### src/rtl/arc4_key_search_if.sv
// rtl/arc4_key_search_if.sv - handshake, decrypter and plaintext-port bundle for arc4_key_search
interface arc4_key_search_if;
  logic        en;
  logic        rdy;
  logic [23:0] key;
  logic        key_valid;
  logic        arc4_en;
  logic        arc4_rdy;
  logic [23:0] arc4_key;
  logic        pt_own;
  logic [7:0]  pt_addr;
  logic [7:0]  pt_rddata;

  // Environment side: requests searches, models the decrypter and plaintext memory.
  modport master (
    output en, arc4_rdy, pt_rddata,
    input  rdy, key, key_valid, arc4_en, arc4_key, pt_own, pt_addr
  );

  // Key-search side.
  modport slave (
    input  en, arc4_rdy, pt_rddata,
    output rdy, key, key_valid, arc4_en, arc4_key, pt_own, pt_addr
  );
endinterface

### src/rtl/arc4_key_search.sv
// rtl/arc4_key_search.sv - brute-force ARC4 key search that accepts the first key giving printable plaintext
module arc4_key_search #(
  parameter logic [23:0] KEY_START = 24'h000000,
  parameter logic [23:0] KEY_END   = 24'hFFFFFF
) (
  input  logic             clk,
  input  logic             rst,
  arc4_key_search_if.slave bus
);

  typedef enum logic [2:0] {
    IDLE,
    START,
    WAIT_BUSY,
    WAIT_DONE,
    RD_LEN,
    CHECK,
    NEXT,
    DONE
  } state_t;

  state_t      state_q, state_d;
  logic [23:0] arc4_key_q, arc4_key_d;
  logic [23:0] key_q, key_d;
  logic        key_valid_q, key_valid_d;
  logic [7:0]  len_q, len_d;
  // Nine bits so that a 255-byte message can address byte 255 and still
  // step to 256 as the "all bytes seen" marker without wrapping to 0.
  logic [8:0]  addr_q, addr_d;

  // In CHECK, addr_q is the address being issued this cycle and pt_rddata
  // carries the byte at addr_q-1. On the first CHECK cycle (addr_q==1) that
  // byte is the length, which is not yet in len_q, so use it directly.
  logic        first_chk;
  logic [7:0]  len_eff;
  logic        byte_ok;
  logic [8:0]  last_addr;

  assign first_chk = (addr_q == 9'd1);
  assign len_eff   = first_chk ? bus.pt_rddata : len_q;
  assign byte_ok   = (bus.pt_rddata >= 8'h20) && (bus.pt_rddata <= 8'h7E);
  assign last_addr = {1'b0, len_q} + 9'd1;

  // State and datapath registers with synchronous reset.
  always_ff @(posedge clk) begin
    if (rst) begin
      state_q     <= IDLE;
      arc4_key_q  <= KEY_START;
      key_q       <= 24'h000000;
      key_valid_q <= 1'b0;
      len_q       <= 8'h00;
      addr_q      <= 9'd0;
    end else begin
      state_q     <= state_d;
      arc4_key_q  <= arc4_key_d;
      key_q       <= key_d;
      key_valid_q <= key_valid_d;
      len_q       <= len_d;
      addr_q      <= addr_d;
    end
  end

  // Next-state and datapath update.
  always_comb begin
    state_d     = state_q;
    arc4_key_d  = arc4_key_q;
    key_d       = key_q;
    key_valid_d = key_valid_q;
    len_d       = len_q;
    addr_d      = addr_q;
    case (state_q)
      IDLE, DONE: begin
        if (bus.en) begin
          arc4_key_d  = KEY_START;
          key_valid_d = 1'b0;
          state_d     = START;
        end
      end
      START: begin
        if (bus.arc4_rdy) begin
          state_d = WAIT_BUSY;
        end
      end
      WAIT_BUSY: begin
        if (!bus.arc4_rdy) begin
          state_d = WAIT_DONE;
        end
      end
      WAIT_DONE: begin
        if (bus.arc4_rdy) begin
          state_d = RD_LEN;
        end
      end
      RD_LEN: begin
        // Address 0 is on the bus this cycle; its data arrives in CHECK.
        addr_d  = 9'd1;
        state_d = CHECK;
      end
      CHECK: begin
        if (first_chk) begin
          if (bus.pt_rddata == 8'h00) begin
            key_d       = arc4_key_q;
            key_valid_d = 1'b1;
            state_d     = DONE;
          end else begin
            len_d  = bus.pt_rddata;
            addr_d = addr_q + 9'd1;
          end
        end else if (!byte_ok) begin
          state_d = NEXT;
        end else if (addr_q == last_addr) begin
          key_d       = arc4_key_q;
          key_valid_d = 1'b1;
          state_d     = DONE;
        end else begin
          addr_d = addr_q + 9'd1;
        end
      end
      NEXT: begin
        if (arc4_key_q == KEY_END) begin
          key_d       = KEY_END;
          key_valid_d = 1'b0;
          state_d     = DONE;
        end else begin
          arc4_key_d = arc4_key_q + 24'd1;
          state_d    = START;
        end
      end
      default: begin
        state_d = IDLE;
      end
    endcase
  end

  // Outputs decoded from the current state; the start pulse is gated by
  // arc4_rdy so it lasts exactly the one cycle in which START is left.
  always_comb begin
    bus.rdy       = (state_q == IDLE) || (state_q == DONE);
    bus.key       = key_q;
    bus.key_valid = key_valid_q;
    bus.arc4_key  = arc4_key_q;
    bus.arc4_en   = (state_q == START) && bus.arc4_rdy;
    bus.pt_own    = (state_q == RD_LEN) || (state_q == CHECK);
    bus.pt_addr   = 8'h00;
    if ((state_q == CHECK) && (addr_q <= {1'b0, len_eff})) begin
      bus.pt_addr = addr_q[7:0];
    end
  end

endmodule
### src/flat_wrapper.sv
// flat-port wrapper written by rule: the top's interface ports become plain ports
module arc4_key_search_flat 
#(
  parameter logic [23:0] KEY_START = 24'h000000,
  parameter logic [23:0] KEY_END   = 24'hFFFFFF
)
  (clk, rst, bus_en, bus_arc4_rdy, bus_pt_rddata, bus_rdy, bus_key, bus_key_valid, bus_arc4_en, bus_arc4_key, bus_pt_own, bus_pt_addr);
  arc4_key_search_if bus_i ();
  input  logic clk;
  input  logic rst;
  input wire logic [$bits(bus_i.en)-1:0] bus_en;
  input wire logic [$bits(bus_i.arc4_rdy)-1:0] bus_arc4_rdy;
  input wire logic [$bits(bus_i.pt_rddata)-1:0] bus_pt_rddata;
  output wire logic [$bits(bus_i.rdy)-1:0] bus_rdy;
  output wire logic [$bits(bus_i.key)-1:0] bus_key;
  output wire logic [$bits(bus_i.key_valid)-1:0] bus_key_valid;
  output wire logic [$bits(bus_i.arc4_en)-1:0] bus_arc4_en;
  output wire logic [$bits(bus_i.arc4_key)-1:0] bus_arc4_key;
  output wire logic [$bits(bus_i.pt_own)-1:0] bus_pt_own;
  output wire logic [$bits(bus_i.pt_addr)-1:0] bus_pt_addr;
  assign bus_i.en = bus_en;
  assign bus_i.arc4_rdy = bus_arc4_rdy;
  assign bus_i.pt_rddata = bus_pt_rddata;
  assign bus_rdy = bus_i.rdy;
  assign bus_key = bus_i.key;
  assign bus_key_valid = bus_i.key_valid;
  assign bus_arc4_en = bus_i.arc4_en;
  assign bus_arc4_key = bus_i.arc4_key;
  assign bus_pt_own = bus_i.pt_own;
  assign bus_pt_addr = bus_i.pt_addr;
  arc4_key_search #(.KEY_START(KEY_START), .KEY_END(KEY_END)) u_core (.clk(clk), .rst(rst), .bus(bus_i));
endmodule
### config.mk
export PLATFORM = sky130hd
export DESIGN_NAME = arc4_key_search_flat
export DESIGN_NICKNAME = d
export VERILOG_FILES = /design/src/rtl/arc4_key_search_if.sv /design/src/rtl/arc4_key_search.sv /design/src/flat_wrapper.sv
export SDC_FILE = /design/constraint.sdc
export NUM_CORES = 1
export LEC_CHECK = 0
export BUFFER_PORTS_ARGS = -buffer_cell sky130_fd_sc_hd__buf_2
export CAP_MARGIN = 10
export CORE_MARGIN = 2
export CORE_UTILIZATION = 32
export CTS_BUF_LIST = sky130_fd_sc_hd__clkbuf_8
export CTS_CLUSTER_DIAMETER = 100
export DETAILED_ROUTE_END_ITERATION = 6
export PLACE_DENSITY = 0.49
export SKIP_CTS_REPAIR_TIMING = 1
export SYNTH_ARGS = -nofsm -noshare
export SYNTH_HDL_FRONTEND = slang
export SYNTH_SLANG_ARGS = --single-unit
### constraint.sdc
create_clock -name clk -period 6.5 [get_ports clk]
set_clock_uncertainty 0.05 [all_clocks]
set_input_delay 0.975 -clock clk [delete_from_list [all_inputs] [get_ports clk]]
set_output_delay 0.975 -clock clk [all_outputs]
set_load 0.01 [all_outputs]
# ---- Word level (Yosys, flattened, before mapping)
# Cells that the tools add are included.
dict set report totals {
  regBits 69
  in_bits 12
  output_inout_bits 60
  wordCells 86
}
dict set report op_classes {
  addsub 3
  n_lt_le_gt_ge 3
  eq_ne 22
  n_mux 33
  bitwise_logic 1
  reduce_logical 18
}
# operator count
set ops {}
lappend ops {{two-way mux 24 bit} 7}
lappend ops {{case mux 24 bit (2 select lines)} 2}
lappend ops {{two-way mux 9 bit} 4}
lappend ops {{two-way mux 3 bit} 9}
lappend ops {{adder 24 x 1 -> 24 bit (second input constant)} 1}
lappend ops {{== test 24 bit (second input constant)} 1}
lappend ops {{case mux 3 bit (7 select lines)} 1}
lappend ops {{case mux 9 bit (2 select lines)} 1}
lappend ops {{two-way mux 8 bit} 2}
lappend ops {{== test 3 bit (second input constant)} 4}
lappend ops {{AND reduction 6 bit} 2}
lappend ops {{inequality test 2 bit (second input constant)} 5}
lappend ops {{adder 8 x 1 -> 9 bit (second input constant)} 1}
lappend ops {{adder 9 x 1 -> 9 bit (second input constant)} 1}
lappend ops {{== test 9 x 1 -> 1 bit (second input constant)} 1}
lappend ops {{== test 9 bit} 1}
lappend ops {{<= comparator 9 x 8 -> 1 bit} 1}
lappend ops {{>= comparator 8 x 6 -> 1 bit (second input constant)} 1}
lappend ops {{<= comparator 8 x 7 -> 1 bit (second input constant)} 1}
lappend ops {{logical NOT 8 bit} 1}
lappend ops {{== test 3 x 2 -> 1 bit (second input constant)} 2}
lappend ops {{two-way mux 1 bit} 6}
lappend ops {{inequality test 3 x 1 -> 1 bit (second input constant)} 2}
lappend ops {{inequality test 3 bit (second input constant)} 2}
lappend ops {{15 further kinds} 21}

# ---- Depth between registers and ports, before layout
dict set report logic_depth {
  depth_word 6
  ltp_mapped 15
  mapped_depth_nobuf 13
}

# ---- Worst setup path after synthesis
# Ideal clock, no wire load.
dict set report synth_path {
  path_type {flip-flop to output port}
  startpoint {register u_core.addr_q[5]}
  endpoint {output port bus_pt_addr[2]}
  t_arrival_ps 3464
  required_ps 5475
  setup_slack_ps 2011
  stages_incl_launch_ff 16
  path_buffers 3
  path_cell_list {dfxtp_1 -> buf_2 -> nor4_1 -> and4b_1 -> buf_2 -> buf_1 -> mux2i_1 -> ha_1 -> nor2b_1 -> o21a_1 -> o21a_1 -> o21a_1 -> o21a_1 -> o21ai_0 -> a21oi_1 -> nor4b_1}
}
dict set report synth_via {
  elab_chain_len 5
}
# item line
set synth_rtl {}
lappend synth_rtl {{start, declared} arc4_key_search.sv:29} ;# logic [8:0] addr_q, addr_d;
lappend synth_rtl {{start signal, assigned} arc4_key_search.sv:59} ;# addr_q <= addr_d;
lappend synth_rtl {{== test 9 x 1 -> 1 bit} arc4_key_search.sv:39} ;# assign first_chk = (addr_q == 9'd1);
lappend synth_rtl {{two-way mux 8 bit} arc4_key_search.sv:40} ;# assign len_eff = first_chk ? bus.pt_rddata : len_q;
lappend synth_rtl {{<= comparator 9 x 8 -> 1 bit (*)} arc4_key_search.sv:145} ;# if ((state_q == CHECK) && (addr_q <= {1'b0, len_eff})) begin
lappend synth_rtl {{logical AND 1 bit (*)} arc4_key_search.sv:145}
lappend synth_rtl {{two-way mux 8 bit (*)} arc4_key_search.sv:145}
lappend synth_rtl {{end, declared} flat_wrapper.sv:20} ;# output wire logic [$bits(bus_i.pt_addr)-1:0] bus_pt_addr;
# Every way passes the cells marked *; elsewhere a longest branch is shown, timed or not.

# ---- Worst setup path in the final report
dict set report layout_path {
  startpoint {register u_core.addr_q[5]}
  endpoint {output port bus_pt_addr[3]}
}
# Same word-level chain as after synthesis.

==> impl_metrics.csv <==
group,metric,value,unit
drt,wl_per_cell,15.02,um
synthesis,synth_edf_count,0,
clocking,clk_pin_slew,0.09,ns
clocking,cts.sinks,69,
clocking,clk_latency,0.35,ns
setup_path,critical_path.startpoint,"u_core.addr_q[5]",
synthesis,synth_xor_area_share,7.310,%
placement,dp_cells,654,
setup_path,crit_fanout,16,
synthesis,postSynthNetCount,491,
timing,setup_tns,0,ns
setup_path,ff2ff_path_depth,9,
setup_path,crit_type,"flop to primary output",
drt,drc,0,
synthesis,synth-compound-area-share,10.86,%
synthesis,synth_warnings,0,
drt,wl_met1,4.683,mm
synthesis,synth_area,3697,um^2
setup_path,cpMostUsedCell,"o21a_1",
synthesis,syn_inst,467,
timing,setup_viol,0,
clocking,cts_root_buf,"clkbuf_8",
setup_path,timing.rr.start,"u_core.len_q[0]",
synthesis,netlist.area_leader.share,37.36,%
setup_path,crit_chain,"nor4_1 -> and4b_1 -> mux2i_1 -> ha_1 -> nor2b_1 -> o21a_1 -> o21a_1 -> o21a_1 -> o21a_1 -> o21ai_0 -> a21oi_1 -> nor4b_1 -> buf_2",
setup_path,start_kind,"flop",
power_and_ir_drop,p_comb_share,6.0,%
drt,drtAntennaViolNets,0,
timing,fin_crit_sh,78.56,%
power_and_ir_drop,p_sw_share,25.07,%
synthesis,ys_ff_latch,69,
placement,port_buffers,71,
synthesis,synth_area_leaders,"dfxtp_1 (37%), nor2_1 (8.8%), xor2_1 (5.2%)",
setup_path,worstReg2RegEnd,"u_core.addr_q[5]",
global_routing,grt_max_degree,41,
drt,wl_met2,4.802,mm
min_path,hold_path_class,"flop to flop",
timing,relSlewSlack,40.76,%
synthesis,yosys.area_share.simple,32.72,%
run,cap_violations,0,
placement,dp_hpwl,7.180,mm
setup_path,r2r_slack,3.01,ns
power_and_ir_drop,power_switching,0.2214,mW
finish,final_common_cell,"nor2_1",
power_and_ir_drop,p_int,0.6617,mW
clocking,numCtsBuffers,9,
clocking,cts_tree,"done",
setup_path,cpMaxStageDelayCell,"and4b_1",
power_and_ir_drop,p_clk_share,45.1,%
synthesis,synth_area_per_cell,7.917,um^2
global_routing,first_global_vias,3214,
synthesis,synth_flop_cell,"dfxtp_1",
die,io_pins,72,
status,outcome,"finished clean",
die,dieArea,12430,um^2
power_and_ir_drop,pwr-share-seq,49.0,%
power_and_ir_drop,p_leak,1.744,nW
synthesis,async_flop_share,0,%
power_and_ir_drop,ir_drop,0.1288,mV
placement,gp_congestion,0.7783,
global_routing,antenna_found_initial,0,
finish,num_antenna_cells,0,
synthesis,ys_types,51,
min_path,hold_path.startpoint,"u_core.bus.key_valid",
synthesis,synthMuxAreaShare,3.553,%
drt,top_layer,"met4",
synthesis,synth.largest_area_cell,"dfxtp_1",
synthesis,synthAdderAreaFrac,4.061,%
die,start_util,32.52,%
timing,worstMarginPinSlew,0.8818,ns
min_path,min_to,"u_core.bus.key_valid",
global_routing,grt_overflow,0,
drt,wirelength,10.06,mm
die,die_h,111.5,um
synthesis,synth_top_family_by_area,"simple AND/OR/NAND/NOR gates",
min_path,min_path_cells,2,
setup_path,cp.arrival,4.08,ns
timing,fmax,195.8,MHz
finish,stdcell_count,670,
synthesis,seq_area_frac_synth,37.36,%
clocking,clockBufferDepth,2,
die,rows,39,
setup_path,max_stage_delay,0.73,ns
die,core_area,11370,um^2
finish,final_cell_mix,"nor2_1 (87), buf_2 (71), dfxtp_1 (69)",
die,die_w,111.5,um
finish,drive_gt1_share,18.41,%
drt,firstDrtPassIters,4,
drt,dr_wl_met3,469,um
timing,finalHoldViolCount,0,
timing,finalCriticalPeriod,5.106,ns
setup_path,cp-end-kind,"primary output",
finish,syn_to_final_growth,17.33,%
drt,via_per_inst,5.169,
timing,rsz0062_at_grt,"no",
drt,vias,3463,
finish,fin_nets,546,
power_and_ir_drop,power-per-cell-area,203.6,nW/um^2
drt,dr.first_iter.drc_count,213,
setup_path,crit_required,5.47,ns
global_routing,grt_usage,16.27,%
timing,drv_slew,0,
global_routing,grt_pass1_wl,16.52,mm
clocking,htree_levels,3,
## synthesized netlist by cell type (4+ instances only)
master    number
nor3_1        34
clkbuf_1      13
nor4b_1        9
o21ai_0       11
dfxtp_1       69
ha_1          12
or3_1          9
nand2_1       43
mux2i_1       12
xor2_1        22
and4_1         5
nor2b_1        5
nand3_1       16
nor4_1         4
buf_2         14
inv_1          8
a21oi_1       22
xnor2_1        7
or4_1          4
and3_1         6
nand4_1       11
nor2_1        87
o21a_1         4
## power by group through the flow
stage / registers, mW / logic, mW / clock network [mW]
final: 0.432 / 0.0529 / 0.398
after global routing: 0.433 / 0.0598 / 0.429
after floorplan: 0.439 / 0.0370 / 0
after detailed placement: 0.442 / 0.0536 / 0
after global placement: 0.442 / 0.0531 / 0
after CTS: 0.432 / 0.0539 / 0.415
## logic make-up after synthesis
| kind of cell | Yosys count |
|---|---|
| simple gates | 245 |
| compound gates | 62 |
| buf+inv | 36 |
| xor+xnor | 30 |
| mux | 13 |
| flops | 69 |
| fa+ha+maj | 12 |
## final cells by class
class | instances | area, um^2
inverters | 8 | 30.03
well taps | 143 | 178.9
fillers | 1180 | 7032
clock inverters | 7 | 97.59
multi-input cells | 362 | 2163
clock buffers | 9 | 123.9
repair buffers | 72 | 362.8
flip-flops and latches | 69 | 1381
## critical path: cells and delay by family (launching register included)
kind | cells | cell delay [ns]
flops | 1 | 0.42
mux | 1 | 0.28
simple gates | 4 | 1.53
fa+ha+maj | 1 | 0.27
buf+inv | 1 | 0.19
compound gates | 6 | 1.04
## per-layer routing
| layer | track usage [%] | up-vias |
|---|---|---|
| met2 | 27.48 | 69 |
| li1 | - | 1750 |
| met5 | 0 | - |
| met1 | 20.79 | 1635 |
| met4 | 4.280 | 0 |
| met3 | 4.137 | 9 |
## how the worst max path moves through the flow
stage | end | cells past startpoint
CTS | bus_pt_addr[3] | 13
global route | bus_pt_addr[2] | 13
global placement | bus_pt_addr[1] | 13
finish | bus_pt_addr[3] | 13
detailed placement | bus_pt_addr[4] | 13
floorplan | bus_pt_addr[2] | 15
## state kept, by name (all words and copies together) (netlist names)
register / flops
u_core.addr_q: 9
u_core.bus.key: 24
u_core.len_q: 8
u_core.bus.arc4_key: 24
u_core.state_q: 3
u_core.bus.key_valid: 1
## stage by stage
| step | cell area [um^2] | utilization, % | hold WS (ns) | power, mW | setup WS [ns] |
|---|---|---|---|---|---|
| after floorplan | 3697 | - | 0.4019 | 0.4758 | 2.011 |
| after global placement | 4116 | 36.21 | 0.4214 | 0.4954 | 1.883 |
| after detailed placement | 4116 | 36.21 | 0.4345 | 0.4958 | 1.871 |
| after CTS | 4338 | 38.15 | 0.4484 | 0.9015 | 1.478 |
| after global routing | 4338 | 38.15 | 0.4688 | 0.9224 | 1.091 |
| final | 4338 | 38.15 | 0.4359 | 0.8831 | 1.394 |
No activity file was read; power rests on OpenSTA's default activity.
